<file path="src/rtl/ifm_row_loader.sv">
// ----------------------------------------------------------------------------
// ifm_row_loader
//   Services row-load requests from the CNN controller. For each requested IFM
//   row it computes the row's DRAM byte address, splits the row into read
//   bursts of at most MAX_BURST beats on a single memory read port (exactly one
//   burst outstanding), and writes the returned beats into the row-buffer ring
//   slot row % IFM_BUF_CNT at word index chn*width + col (the beat index).
//
// Ports
//   clk, rstn            clock, asynchronous active-low reset
//   q_start              latch q_width/q_channel/q_base_addr (IDLE only),
//                        also clears o_req_overrun
//   q_width, q_channel   IFM width in pixels, tiled channel count
//   q_base_addr          byte address of row 0, col 0, chn 0
//   i_req_load/i_req_row 1-cycle row load request and its row number
//   o_req_done           1-cycle pulse coincident with the row's final write
//   o_busy               high whenever the loader is not idle
//   o_req_overrun        sticky: a load request arrived while busy
//   o_rd_req_*           memory read request channel (valid/ready, addr, len)
//   i_rd_data_valid/data returned read beats, in order, no backpressure
//   o_buf_we/sel/addr/wdata  registered row-buffer write port
// ----------------------------------------------------------------------------
module ifm_row_loader #(
    parameter int unsigned W_SIZE      = 9,
    parameter int unsigned W_CHANNEL   = 9,
    parameter int unsigned IFM_BUF_CNT = 4,
    parameter int unsigned W_IFM_BUF   = 2,
    parameter int unsigned W_ADDR      = 32,
    parameter int unsigned W_DATA      = 64,
    parameter int unsigned W_BUF_ADDR  = 12,
    parameter int unsigned MAX_BURST   = 16
) (
    input  logic                   clk,
    input  logic                   rstn,
    input  logic                   q_start,
    input  logic [W_SIZE-1:0]      q_width,
    input  logic [W_CHANNEL-1:0]   q_channel,
    input  logic [W_ADDR-1:0]      q_base_addr,
    input  logic                   i_req_load,
    input  logic [W_SIZE-1:0]      i_req_row,
    output logic                   o_req_done,
    output logic                   o_busy,
    output logic                   o_req_overrun,
    output logic                   o_rd_req_valid,
    input  logic                   i_rd_req_ready,
    output logic [W_ADDR-1:0]      o_rd_req_addr,
    output logic [4:0]             o_rd_req_len,
    input  logic                   i_rd_data_valid,
    input  logic [W_DATA-1:0]      i_rd_data,
    output logic                   o_buf_we,
    output logic [W_IFM_BUF-1:0]   o_buf_sel,
    output logic [W_BUF_ADDR-1:0]  o_buf_addr,
    output logic [W_DATA-1:0]      o_buf_wdata
);

    localparam int unsigned W_BEATS    = W_SIZE + W_CHANNEL;
    localparam int unsigned BEAT_SHIFT = $clog2(W_DATA / 8);
    localparam int unsigned W_LEN      = 5;

    typedef enum logic [2:0] {
        S_IDLE,
        S_CALC,
        S_REQ,
        S_DATA,
        S_DONE
    } state_t;

    state_t r_state;
    state_t w_next;

    // latched configuration
    logic [W_BEATS-1:0]    r_row_beats;
    logic [W_ADDR-1:0]     r_base;

    // per-row working state
    logic [W_SIZE-1:0]     r_row;
    logic [W_ADDR-1:0]     r_addr;
    logic [W_BEATS-1:0]    r_remaining;
    logic [W_LEN-1:0]      r_burst_left;
    logic [W_BUF_ADDR-1:0] r_beat_idx;
    logic                  r_overrun;

    // registered row-buffer write port
    logic                  r_buf_we;
    logic [W_IFM_BUF-1:0]  r_buf_sel;
    logic [W_BUF_ADDR-1:0] r_buf_addr;
    logic [W_DATA-1:0]     r_buf_wdata;

    logic [W_LEN-1:0]      w_len;
    logic [W_ADDR-1:0]     w_row_bytes;
    logic [W_ADDR-1:0]     w_row_addr;
    logic                  w_accept;
    logic                  w_beat;
    logic                  w_burst_end;

    assign w_accept    = (r_state == S_REQ) && i_rd_req_ready;
    assign w_beat      = (r_state == S_DATA) && i_rd_data_valid;
    assign w_burst_end = w_beat && (r_burst_left == W_LEN'(1));

    // r_remaining is already net of the outstanding burst, so zero at the
    // burst's last beat means the whole row has arrived.
    always_comb begin
        if (r_remaining > W_BEATS'(MAX_BURST)) begin
            w_len = W_LEN'(MAX_BURST);
        end else begin
            w_len = W_LEN'(r_remaining);
        end
    end

    assign w_row_bytes = W_ADDR'(r_row_beats) << BEAT_SHIFT;
    assign w_row_addr  = r_base + W_ADDR'(r_row) * w_row_bytes;

    // ------------------------------------------------------------------
    // FSM state register
    // ------------------------------------------------------------------
    always_ff @(posedge clk or negedge rstn) begin
        if (!rstn) begin
            r_state <= S_IDLE;
        end else begin
            r_state <= w_next;
        end
    end

    // ------------------------------------------------------------------
    // FSM next state and control outputs
    // ------------------------------------------------------------------
    always_comb begin
        w_next         = r_state;
        o_busy         = 1'b1;
        o_req_done     = 1'b0;
        o_rd_req_valid = 1'b0;
        case (r_state)
            S_IDLE: begin
                o_busy = 1'b0;
                if (i_req_load) begin
                    w_next = S_CALC;
                end
            end
            S_CALC: begin
                if (r_row_beats == '0) begin
                    w_next = S_DONE;
                end else begin
                    w_next = S_REQ;
                end
            end
            S_REQ: begin
                o_rd_req_valid = 1'b1;
                if (i_rd_req_ready) begin
                    w_next = S_DATA;
                end
            end
            S_DATA: begin
                if (w_burst_end) begin
                    if (r_remaining == '0) begin
                        w_next = S_DONE;
                    end else begin
                        w_next = S_REQ;
                    end
                end
            end
            S_DONE: begin
                o_req_done = 1'b1;
                w_next     = S_IDLE;
            end
            default: begin
                w_next = S_IDLE;
            end
        endcase
    end

    // ------------------------------------------------------------------
    // Configuration, overrun flag and row datapath
    // ------------------------------------------------------------------
    always_ff @(posedge clk or negedge rstn) begin
        if (!rstn) begin
            r_row_beats  <= '0;
            r_base       <= '0;
            r_row        <= '0;
            r_addr       <= '0;
            r_remaining  <= '0;
            r_burst_left <= '0;
            r_beat_idx   <= '0;
            r_overrun    <= 1'b0;
        end else begin
            if (r_state == S_IDLE) begin
                if (q_start) begin
                    r_row_beats <= W_BEATS'(q_width) * W_BEATS'(q_channel);
                    r_base      <= q_base_addr;
                    r_overrun   <= 1'b0;
                end
                if (i_req_load) begin
                    r_row <= i_req_row;
                end
            end else if (i_req_load) begin
                r_overrun <= 1'b1;
            end

            if (r_state == S_CALC) begin
                r_addr      <= w_row_addr;
                r_remaining <= r_row_beats;
                r_beat_idx  <= '0;
            end

            if (w_accept) begin
                r_addr       <= r_addr + (W_ADDR'(w_len) << BEAT_SHIFT);
                r_remaining  <= r_remaining - W_BEATS'(w_len);
                r_burst_left <= w_len;
            end

            if (w_beat) begin
                r_burst_left <= r_burst_left - W_LEN'(1);
                r_beat_idx   <= r_beat_idx + W_BUF_ADDR'(1);
            end
        end
    end

    // ------------------------------------------------------------------
    // Row-buffer write port (one cycle after each accepted beat)
    // ------------------------------------------------------------------
    always_ff @(posedge clk or negedge rstn) begin
        if (!rstn) begin
            r_buf_we    <= 1'b0;
            r_buf_sel   <= '0;
            r_buf_addr  <= '0;
            r_buf_wdata <= '0;
        end else begin
            r_buf_we <= w_beat;
            if (w_beat) begin
                r_buf_sel   <= r_row[W_IFM_BUF-1:0];
                r_buf_addr  <= r_beat_idx;
                r_buf_wdata <= i_rd_data;
            end
        end
    end

    assign o_req_overrun = r_overrun;
    assign o_rd_req_addr = r_addr;
    assign o_rd_req_len  = w_len;
    assign o_buf_we      = r_buf_we;
    assign o_buf_sel     = r_buf_sel;
    assign o_buf_addr    = r_buf_addr;
    assign o_buf_wdata   = r_buf_wdata;

endmodule

</file>
<file path="config.mk">
export PLATFORM = sky130hd
export DESIGN_NAME = ifm_row_loader
export DESIGN_NICKNAME = d
export VERILOG_FILES = /design/src/rtl/ifm_row_loader.sv
export SDC_FILE = /design/constraint.sdc
export NUM_CORES = 1
export LEC_CHECK = 0
export ABC_CLOCK_PERIOD_IN_PS = 5900
export CAP_MARGIN = 20
export CORE_ASPECT_RATIO = 0.75
export CORE_UTILIZATION = 40
export DETAILED_ROUTE_END_ITERATION = 10
export PLACE_DENSITY_LB_ADDON = 0.2
export SYNTH_ARGS = -nofsm -noshare
export SYNTH_HDL_FRONTEND = slang
export SYNTH_SLANG_ARGS = --single-unit
</file>
<file path="constraint.sdc">
create_clock -name clk -period 5.9 [get_ports clk]
set_input_delay 1.77 -clock clk [delete_from_list [all_inputs] [get_ports clk]]
set_output_delay 1.77 -clock clk [all_outputs]
set_load 0.005 [all_outputs]
</file>
* Yosys cells after proc, flatten, opt, wreduce, memory -nomap -nowiden
Cells that the tools add are included.
** Word-level totals
- Input bits :: 129
- Output and inout bits :: 120
- Logic and storage cells :: 65
- Register bits :: 209
** Cells by class
- Add/sub/neg operators :: 5
- $lt $le $gt $ge :: 1
- Mux-type cells :: 21
- Reductions and logical operators :: 14
- Equality and inequality tests :: 9
- Multipliers :: 2
** Operators with widths (number)
- $mux 32 :: 2
- $logic_not 18->1 :: 2
- $mux 18 :: 2
- $add 32x30->32 :: 1
- $add 32x8->32 :: 1
- $mul 9x18->27 :: 1
- $mux 12 :: 2
- $gt 18x5->1 const B :: 1
- $mul 9x9->18 :: 1
- $sub 18x5->18 :: 1
- $mux 3 :: 5
- $mux 5 :: 3
- $add 12x1->12 const B :: 1
- $pmux 3 s4 :: 1
- $ne 2x2->1 const B :: 4
- $reduce_bool 2->1 :: 4
- $eq 3x2->1 const B :: 2
- $mux 1 :: 6
- $reduce_and 2->1 :: 3
- $eq 5x1->1 const B :: 1
- $sub 5x1->5 const B :: 1
- $eq 3x1->1 const B :: 1
- $eq 3x3->1 const B :: 1
- $logic_and 1x1->1 :: 3
- other kinds (2) :: 2

* Logic depth before layout (Yosys ltp)
- Depth in word-level cells :: 5
- Mapped depth :: 29
- Gate-level depth less buffers :: 28

* Least setup slack after synthesis
No wires, ideal clock.
- Kind :: flip-flop to flip-flop
- Start point :: register r_row[2]
- End point :: register r_addr[31] (netlist: o_rd_req_addr[31])
- Cell stages (with the launch flop) :: 30
- Slack :: -516 ps
- Path buffers :: 2
- Required time :: 5780 ps
- Setup time :: 120 ps
- Period minus slack after synthesis :: 6416 ps
- Arrival :: 6296 ps
- Cells stage by stage :: dfrtp_1 clkbuf_1 buf_1 nand2_1 fa_1 inv_1 fa_1 fa_1 inv_1 fa_1 inv_1 ha_1 a21oi_1 o21ai_0 a21oi_1 o21ai_1 a21oi_1 nor2b_1 o41ai_1 xnor2_1 ha_1 a21o_1 a21o_1 a21o_1 nand3_1 nand2_1 a31oi_2 o221ai_1 a211o_1 and3_1
** On the way
- Cells in the longest elaborated chain, start to end :: 4
** Ends and longest elaborated chain
- from (decl) :: line 76 : logic [W_SIZE-1:0] r_row;
- from (signal assigned) :: line 192 : r_row <= i_req_row;
- $mul 9x18->27 :: line 111 : assign w_row_addr = r_base + W_ADDR'(r_row) * w_row_bytes;
- $add 32x30->32 :: line 111
- $mux 32 :: line 198 : if (r_state == S_CALC) begin
- $mux 32 :: line 204 : if (w_accept) begin
- to (signal assigned) :: line 199 : r_addr <= w_row_addr;
- to (signal assigned) :: line 205 : r_addr <= r_addr + (W_ADDR'(w_len) << BEAT_SHIFT);
- to (decl) :: line 77 : logic [W_ADDR-1:0] r_addr;
Every way passes these cells. The select of a mux whose other input is x is not followed.
A chain may end at the register's enable or synchronous reset.

* Worst setup path in the final report
- Start point :: register r_row[5]
- End point :: register r_addr[30] (netlist: o_rd_req_addr[30])
The elaborated chain is that of the path after synthesis.

==> flow_summary_export.csv <==
group,metric,value,unit
logic_synthesis,synth_edf_count,0,
routing,maxUsedRoutingLayer,"met4",
routing,drc,0,
floorplan,die_area,45450,µm²
floorplan,die_w,245.8,µm
clocking,clk_path_buf_depth,3,
clocking,cts_root_buffer,"clkbuf_16",
logic_synthesis,synth_async_sr_flop_share,100.0,%
critical_path,cp_top_family,"adder cells",
critical_path,cp-start-kind,"register",
clocking,cts_made_buffers,25,
finish,final_util,56.72,%
timing,finalSetupViolCount,10,
critical_path,crit_type,"register to register",
critical_path,crit_buf_inv,4,
routing,wl_per_cell,16.25,µm
finish,drive_above_1_share,20.47,%
routing,wl_met1,23.14,mm
global_routing,overflow,0,
routing,drt_iter0_drc,939,
timing,max_slew_margin,25.81,%
hold_path,min_path_type,"register to register",
timing,drv_slew,0,
placement,hpwl,37.72,mm
placement,place_inst,3016,
logic_synthesis,syn-num-nets,2486,
clocking,hold_buffers,0,
global_routing,grt.total_usage,21.85,%
global_routing,grt_max_degree,136,
pwr,peakVddDrop,0.2105,mV
logic_synthesis,ys_warn_count,0,
pwr,p_per_area,212.9,nW/µm²
timing,timing.final.crit_share,106.4,%
floorplan,initial_core_util,40.83,%
finish,n_fill_cell,3810,
timing,tns,-1.774,ns
routing,routed_via_density,5.089,
routing,dr_wl_met3,2.600,mm
critical_path,cpPeakStageDelay,0.56,ns
logic_synthesis,ys_seq_area_share,29.32,%
run,cap_violations,0,
clocking,insertion_delay,0.56,ns
floorplan,die_y,184.9,µm
critical_path,cp_slowest_cell,"fa_2",
finish,layout_common_cells,"564 x nand2_1, 234 x clkdlybuf4s50_1, 231 x buf_4",
routing,ant_nets,0,
logic_synthesis,syn_inst,2069,
floorplan,fp-row-count,66,
pwr,power_leakage,12.54,nW
routing,vias,15852,
timing,clock_skew,0.01652,ns
global_routing,grt_pass1_vias,15647,
clocking,h-tree-depth,1,
placement,pre_cts_ws,-0.6061,ns
routing,first_pass_iters,5,
global_routing,grt_pass1_wl,80.65,mm
logic_synthesis,synth.distinct_cells,74,
timing,finalHoldViolCount,0,
clocking,cts_sinks,209,
run_status,violations,"negative setup slack",
critical_path,critPathMaxFanout,3,
routing,met2_length,24.07,mm
logic_synthesis,yosys_register_bits,209,
critical_path,cp-end-kind,"register",
global_routing,antenna_found_initial,1,
finish,nets,2934,
timing,fmax,159.3,MHz
floorplan,ios,249,
logic_synthesis,netlist_area,17840,µm²
clocking,clk_pin_slew,0.06,ns
run_status,status,"finished, violations left",
finish,area_growth,38.92,%
timing,rsz0062_at_grt,"yes",
critical_path,worst_ep_required_time,6.32,ns
placement,place.gp.congestion,0.8638,
finish,fin_cells,3115,
timing,setup_slack,-0.3779,ns
critical_path,cp.arrival,6.70,ns
logic_synthesis,synth_area_per_cell,8.621,µm²
clocking,cts_tree,"done",
floorplan,coreArea,43680,µm²
finish,final_common_cell,"nand2_1",
timing,tightest_slew,1.113,ns
placement,io_buffers,248,
logic_synthesis,ys.flop_type,"dfrtp_1",
timing,min_period,6.278,ns
critical_path,crit_top_cell,"a21o_1",
routing,wl,50.62,mm
metal layers:
layer | up-vias | global-route usage [%]
met2 | 374 | 35.18
met4 | 0 | 4.621
met5 | - | 0
met3 | 57 | 3.506
li1 | 7556 | -
met1 | 7865 | 30.93
per-stage QoR:
| stage | total power [mW] | instance area, µm² | hold slack [ns] |
|---|---|---|---|
| 2_1_floorplan | 2.762 | 18110 | 0.4385 |
| 3_3_place_gp | 3.540 | 22500 | 0.4496 |
| 3_5_place_dp | 3.568 | 22500 | 0.4616 |
| 4_1_cts | 5.294 | 24160 | 0.4719 |
| 5_1_grt | 5.611 | 24780 | 0.4871 |
| 6_report | 5.276 | 24780 | 0.4714 |
report_power, final:
group | switching, mW | internal, mW
logic | 0.835 | 0.924
clock network | 0.666 | 1.03
registers | 0.188 | 1.63
total | 1.69 | 3.59
what timing repair did:
action	4_1_cts	5_1_grt
pin swaps	109	87
setup buffers	37	16
setup endpoints to repair	18	22
cloned	1	0
resized for setup	114	106
synthesized netlist by cell type, types with 6 or more instances:
library cell,count,area share (%)
clkbuf_1,76,1.6
inv_1,217,4.6
nand2_1,580,12
a21oi_1,74,2.1
o211ai_1,20,0.84
nor3_1,18,0.51
xnor2_1,30,1.5
fa_1,165,19
buf_1,11,0.23
dfrtp_1,209,29
or4_1,6,0.25
and2_1,138,4.8
nand4_1,7,0.25
o21ai_1,15,0.42
mux2_2,10,0.63
xor2_1,27,1.3
ha_1,123,8.6
nor2b_1,12,0.42
a21o_1,22,0.93
nor2_1,63,1.3
o21bai_1,6,0.25
nand3_1,27,0.76
a211oi_1,15,0.63
o21a_1,13,0.55
o21ai_0,58,1.6
nand2b_1,13,0.46
and3_1,16,0.56
sequential cells by signal (all words and copies together), names as in the netlist:
| signal | count |
|---|---|
| o_req_overrun | 1 |
| o_buf_we | 1 |
| r_burst_left | 5 |
| o_buf_sel | 2 |
| r_remaining | 18 |
| r_beat_idx | 12 |
| r_row_beats | 18 |
| o_buf_wdata | 64 |
| o_buf_addr | 12 |
| o_rd_req_addr | 32 |
| r_row | 9 |
| r_base | 32 |
| r_state | 3 |
kinds of logic (layout without fill, tap and decap cells):
kind of cell / Yosys count / in the layout / synth area share [%]
buf+inv: 306 / 772 / 6.446
compound gates: 295 / 295 / 11.02
mux: 11 / 11 / 0.6874
simple gates: 902 / 902 / 22.56
other cells: 1 / 3 / 0.02102
xor+xnor: 57 / 57 / 2.799
flops: 209 / 209 / 29.32
fa+ha+maj: 288 / 288 / 27.15
worst paths after layout:
check | start | endpoint | slack [ns] | cells after the start
setup / recovery | r_row[5] | o_rd_req_addr[30] | -0.38 | 26
hold / removal | o_buf_sel[0] | o_buf_sel[0] | 0.47 | 2
setup reg to reg | r_row[5] | o_rd_req_addr[30] | -0.38 | 26
hold reg to reg | o_buf_sel[0] | o_buf_sel[0] | 0.47 | 2
max in group asynchronous | rstn | r_row[8] | 3.45 | 2
min in group asynchronous | rstn | r_base[31] | 1.29 | 1
worst min-delay path, delay by kind of cell (launching register included):
family           cells  cell delay [ns]
and+or+nand+nor      2             0.10
DFF                  1             0.34
area by class of cell:
cell class	count	area [µm²]	share of cell area [%]
antenna	2	5.005	0.02020
multi-input combinational	1554	12420	50.13
clock inverter	13	187.7	0.7574
inverter	218	818.3	3.302
sequential	209	5251	21.19
timing repair buffer	509	4661	18.81
clock buffer	32	711.9	2.873
tap	578	723.2	2.919
Power figures use the tool's default switching activity.
